$ cat src/rtl/keypad_code_transmitter.sv
// Keypad front end: collects a 4-digit code, streams it to the checking receiver,
// submits it, and enforces a lockout after repeated rejected codes.
`timescale 1ns/1ps
module keypad_code_transmitter #(
    parameter int unsigned MAX_FAILS      = 3,
    parameter logic [15:0] LOCKOUT_CYCLES = 16'd1000
) (
    input  logic       clk,
    input  logic       reset,
    input  logic       key_valid,
    input  logic [3:0] key_code,
    input  logic       door_unlocked,
    output logic       key_ready,
    output logic [3:0] digit_out,
    output logic       digit_valid,
    output logic       submit,
    output logic       locked_out,
    output logic [1:0] fail_count,
    output logic       busy
);
    typedef enum logic [2:0] {
        StCollect,
        StSend,
        StSubmit,
        StWaitResult,
        StLockout
    } state_e;

    localparam logic [1:0] MaxFails = 2'(MAX_FAILS);

    state_e      state_q;
    logic [2:0]  count_q;
    logic [3:0]  buf_q [4];
    logic [1:0]  send_idx_q;
    logic [15:0] timer_q;
    logic [1:0]  fails_inc;

    assign fails_inc = (fail_count == MaxFails) ? fail_count : fail_count + 2'd1;

    // Every output is a register written alongside the state it belongs to.
    always_ff @(posedge clk) begin
        if (reset) begin
            state_q     <= StCollect;
            count_q     <= 3'd0;
            for (int i = 0; i < 4; i++) buf_q[i] <= 4'h0;
            send_idx_q  <= 2'd0;
            timer_q     <= 16'd0;
            key_ready   <= 1'b1;
            digit_out   <= 4'h0;
            digit_valid <= 1'b0;
            submit      <= 1'b0;
            locked_out  <= 1'b0;
            fail_count  <= 2'd0;
            busy        <= 1'b0;
        end else begin
            case (state_q)
                StCollect: begin
                    if (key_valid) begin
                        if (key_code <= 4'hD) begin
                            if (count_q < 3'd4) begin
                                buf_q[count_q[1:0]] <= key_code;
                                count_q             <= count_q + 3'd1;
                            end
                        end else if (key_code == 4'hE) begin
                            count_q <= 3'd0;
                        end else if (count_q == 3'd4) begin
                            state_q     <= StSend;
                            key_ready   <= 1'b0;
                            busy        <= 1'b1;
                            digit_valid <= 1'b1;
                            digit_out   <= buf_q[0];
                            send_idx_q  <= 2'd1;
                        end else begin
                            count_q <= 3'd0;
                        end
                    end
                end
                StSend: begin
                    // send_idx_q wraps to 0 once slot 3 is on the bus.
                    if (send_idx_q == 2'd0) begin
                        state_q     <= StSubmit;
                        digit_valid <= 1'b0;
                        digit_out   <= 4'h0;
                        submit      <= 1'b1;
                    end else begin
                        digit_out  <= buf_q[send_idx_q];
                        send_idx_q <= send_idx_q + 2'd1;
                    end
                end
                StSubmit: begin
                    state_q <= StWaitResult;
                    submit  <= 1'b0;
                    count_q <= 3'd0;
                end
                StWaitResult: begin
                    if (door_unlocked) begin
                        fail_count <= 2'd0;
                        state_q    <= StCollect;
                        key_ready  <= 1'b1;
                        busy       <= 1'b0;
                    end else begin
                        fail_count <= fails_inc;
                        if (fails_inc == MaxFails) begin
                            state_q    <= StLockout;
                            timer_q    <= LOCKOUT_CYCLES;
                            locked_out <= 1'b1;
                        end else begin
                            state_q   <= StCollect;
                            key_ready <= 1'b1;
                            busy      <= 1'b0;
                        end
                    end
                end
                StLockout: begin
                    if (timer_q <= 16'd1) begin
                        timer_q    <= 16'd0;
                        locked_out <= 1'b0;
                        fail_count <= 2'd0;
                        state_q    <= StCollect;
                        key_ready  <= 1'b1;
                        busy       <= 1'b0;
                    end else begin
                        timer_q <= timer_q - 16'd1;
                    end
                end
                default: begin
                    state_q   <= StCollect;
                    key_ready <= 1'b1;
                    busy      <= 1'b0;
                end
            endcase
        end
    end
endmodule

$ cat config.mk
export PLATFORM = sky130hd
export DESIGN_NAME = keypad_code_transmitter
export DESIGN_NICKNAME = d
export VERILOG_FILES = /design/src/rtl/keypad_code_transmitter.sv
export SDC_FILE = /design/constraint.sdc
export NUM_CORES = 1
export LEC_CHECK = 0
export CORE_UTILIZATION = 30
export DETAILED_ROUTE_END_ITERATION = 12
export PLACE_DENSITY = 0.56
export SLEW_MARGIN = 15
export SYNTH_ARGS = -nofsm -noshare
export SYNTH_HDL_FRONTEND = slang
export SYNTH_SLANG_ARGS = --single-unit
$ cat constraint.sdc
create_clock -name clk -period 2.1 [get_ports clk]
set_input_delay 0.525 -clock clk [delete_from_list [all_inputs] [get_ports clk]]
set_output_delay 0.525 -clock clk [all_outputs]
set_load 0.1 [all_outputs]
==> summary.md <==
| Metric | Value |
|---|---|
| Run status | `completed` |
| Shortest period the worst path allows | `1.992 ns` |
| Post-synth top area share | `0.2806` |
| # DRC | `0` |
| CP arrival | `2.03 ns` |
| Worst Clk Skew | `0.006018 ns` |
| Initial core utilization | `0.3150` |
| Die area | `9180 um2` |
| Width of the die | `95.81 um` |
| DR WL/cell | `13.71 um` |
| Root Buffer | `clkbuf_8` |
| Slew margin rel. | `0.6926` |
| Fin crit share | `0.9486` |
| Die height | `95.81 um` |
| IO Port Bufs | `18` |
| Placed inst area | `3174 um2` |
| Seq cells post-synth | `53` |
| I/O Pins | `19` |
| Area Growth Syn to Fin | `24.17%` |
| DR iter-0 viols | `92` |
| Clk slew on worst S/H paths | `0.10 ns` |
| WP data required | `2.13 ns` |
| Sequential area share after synthesis | `0.4626` |
| HP Class | `reg2reg` |
| Synth Cell Area | `2640 um2` |
| Synth area leader | `dfxtp_1` |
| HPWL after detailed placement | `4454 um` |
| Antenna violations before repair | `0` |
| Synth Flop Type | `dfxtp_1` |
| Worst path max stage delay | `0.46 ns` |
| CTS tree | `yes` |
| Clk_lat worst skew | `0.31 ns` |
| WP buf/inv | `2` |
| CTS buffer count | `5` |
| DR vias/cell | `5.046` |
| Async set or reset register ratio after synthesis | `0` |
| Largest net degree at the start of global routing | `31` |
| Fin. Hold Viols | `0` |
| Static Leakage | `1.287 nW` |
| Total Power | `1.856 mW` |
| Final core utilization | `0.3911` |
| Fmax | `0.5020 GHz` |
| Slowest-stage cell, CP | `clkdlybuf4s50_1` |
| CTS H-tree lvls | `2` |
| Syn nets | `295` |
| Peak supply drop | `0.2996 mV` |
| Mean Syn Cell Area | `9.362 um2` |
| Placeable Area | `8382 um2` |
| Setup TNS | `0 ns` |
| Register area | `1221 um2` |
| RSZ-0062 raised after global routing | `no` |
| Ys Warns | `0` |
| Fillers | `824` |
| Power density cells | `566.2 nW/um2` |
| Final ANT Viol Nets | `0` |
| Multi-input logic area | `1348 um2` |
| DRT Pass-1 Iters | `4` |
| Yosys cell types | `48` |
| Clock buffer depth | `2` |
| Rows | `33` |
| Cells after Synth | `282` |
| Hold buffer count at cts | `0` |
| Crit Path Max Fanout | `4` |
| # setup viols final | `0` |
| CP Launch Type | `input pin` |
| Design area | `3278 um2` |
| Vias in the first global route | `2068` |
| Fraction of layout cells with a size suffix above 1 | `0.2252` |
| Worst Setup Path Type | `in2reg` |
| Max_cap viols | `0` |
| Synth area leaders | `dfxtp_1 (28%), edfxtp_1 (18%), nand2_1 (4.1%)` |
| Synth cell count leaders | `dfxtp_1 (37), nand2_1 (29), nor2_1 (24), a21oi_1 (19), o21ai_0 (18)` |
| Top Family by Delay on Critical Path | `simple AND/OR/NAND/NOR gates` |
| Final #Nets | `345` |
| Slew Limit Fails | `0` |
| Routability Congestion | `0.7721` |
| Post-synth EDFFs | `16` |
| GRT Util Overall | `0.1419` |
| Count leader, synth | `dfxtp_1` |
| Grt total ovfl | `0` |
| Worst slew pin tran | `0.4594 ns` |
| First-pass GRT wire length | `10040 um` |
| # diodes | `0` |
| Vias | `2210` |
| Post-Route WL | `6007 um` |
| Crit path cell chain | `clkdlybuf4s50_1, and3_1, nor4_2, nand2_1, o21ai_0, buf_4` |
| Worst setup EP type | `register` |
| Clk sinks | `53` |
[through the flow]
stage                     worst slack (ns)  instances  hold WS, ns
after global placement             -0.1477        430       0.4515
after detailed placement           -0.2008        430       0.4601
after floorplan                  0.0007396        282       0.4394
after CTS                          0.03439        438       0.4748
final                               0.1080        438       0.4699
after global routing              0.005821        438       0.5100
[state kept, by name, indices dropped and copies added (netlist names), named ones only]
signal       cells
buf_q           16
timer_q         16
digit_out        4
count_q          3
state_q          3
fail_count       2
send_idx_q       2
busy             1
digit_valid      1
key_ready        1
locked_out       1
submit           1
[final cells by class]
| cell class | instances | area share |
|---|---|---|
| multi-input combinational | 206 | 0.4111 |
| sequential | 53 | 0.3725 |
| inverter | 11 | 0.01260 |
| clock inverter | 3 | 0.007634 |
| timing repair buffer | 55 | 0.1351 |
| clock buffer | 5 | 0.02099 |
| tap | 105 | 0.04008 |
[kinds of logic after synthesis]
logic type,share of synthesized area
AO/OA/AOI/OAI,0.1896
adder cells (fa/ha/maj),0.02370
buffers and inverters,0.03317
flip-flops,0.4626
multiplexers,0.04218
AND/OR/NAND/NOR,0.2488
[routing by layer]
| layer | wire length, um | global-route usage | up-vias |
|---|---|---|---|
| met4 | 81 | 0.04726 | 0 |
| li1 | - | - | 1138 |
| met5 | 0 | 0 | - |
| met2 | 2683 | 0.2268 | 32 |
| met1 | 3060 | 0.1932 | 1034 |
| met3 | 181 | 0.02528 | 6 |
[worst paths after layout]
check | start | end | slack, ns | cells after the start
worst min-delay path | timer_q[12] | timer_q[12] | 0.47 | 2
worst min register to register | timer_q[12] | timer_q[12] | 0.47 | 2
worst max-delay path | key_code[2] | buf_q[0][3] | 0.11 | 6
worst max register to register | timer_q[5] | timer_q[11] | 0.13 | 5
[worst min-delay path, stage by stage (launching register included)]
cell	delay (ns)
dfxtp_1	0.33
nand2_1	0.05
a21oi_1	0.05
[what timing repair did]
action / 4_1_cts / 5_1_grt
buffers inserted: 0 / 0
gates resized for setup: 0 / 3
setup endpoints to repair: 0 / 5
[cells in the final DEF, fill, tap and decap left out, types with 3 or more instances in the layout]
cell / n
buf_4: 47
dfxtp_1: 37
nand2_1: 29
nor2_1: 24
a21oi_1: 19
o21ai_0: 18
edfxtp_1: 16
inv_1: 11
nand3_1: 11
and3_1: 10
and2_1: 10
or3_1: 8
a31oi_1: 7
clkdlybuf4s50_1: 7
a211oi_1: 6
a22oi_1: 5
clkbuf_8: 5
mux4_2: 4
nor3_1: 4
a21o_1: 4
ha_1: 4
o41ai_1: 3
nand3b_1: 3
nand2b_1: 3
[where the power goes]
part	internal, mW	total [mW]	switching [mW]
Sequential	1.08	1.10	0.0170
Clock	0.244	0.601	0.357
Combinational	0.0738	0.158	0.0842
Total	1.40	1.86	0.458
No activity file was read; power rests on OpenSTA's default activity.
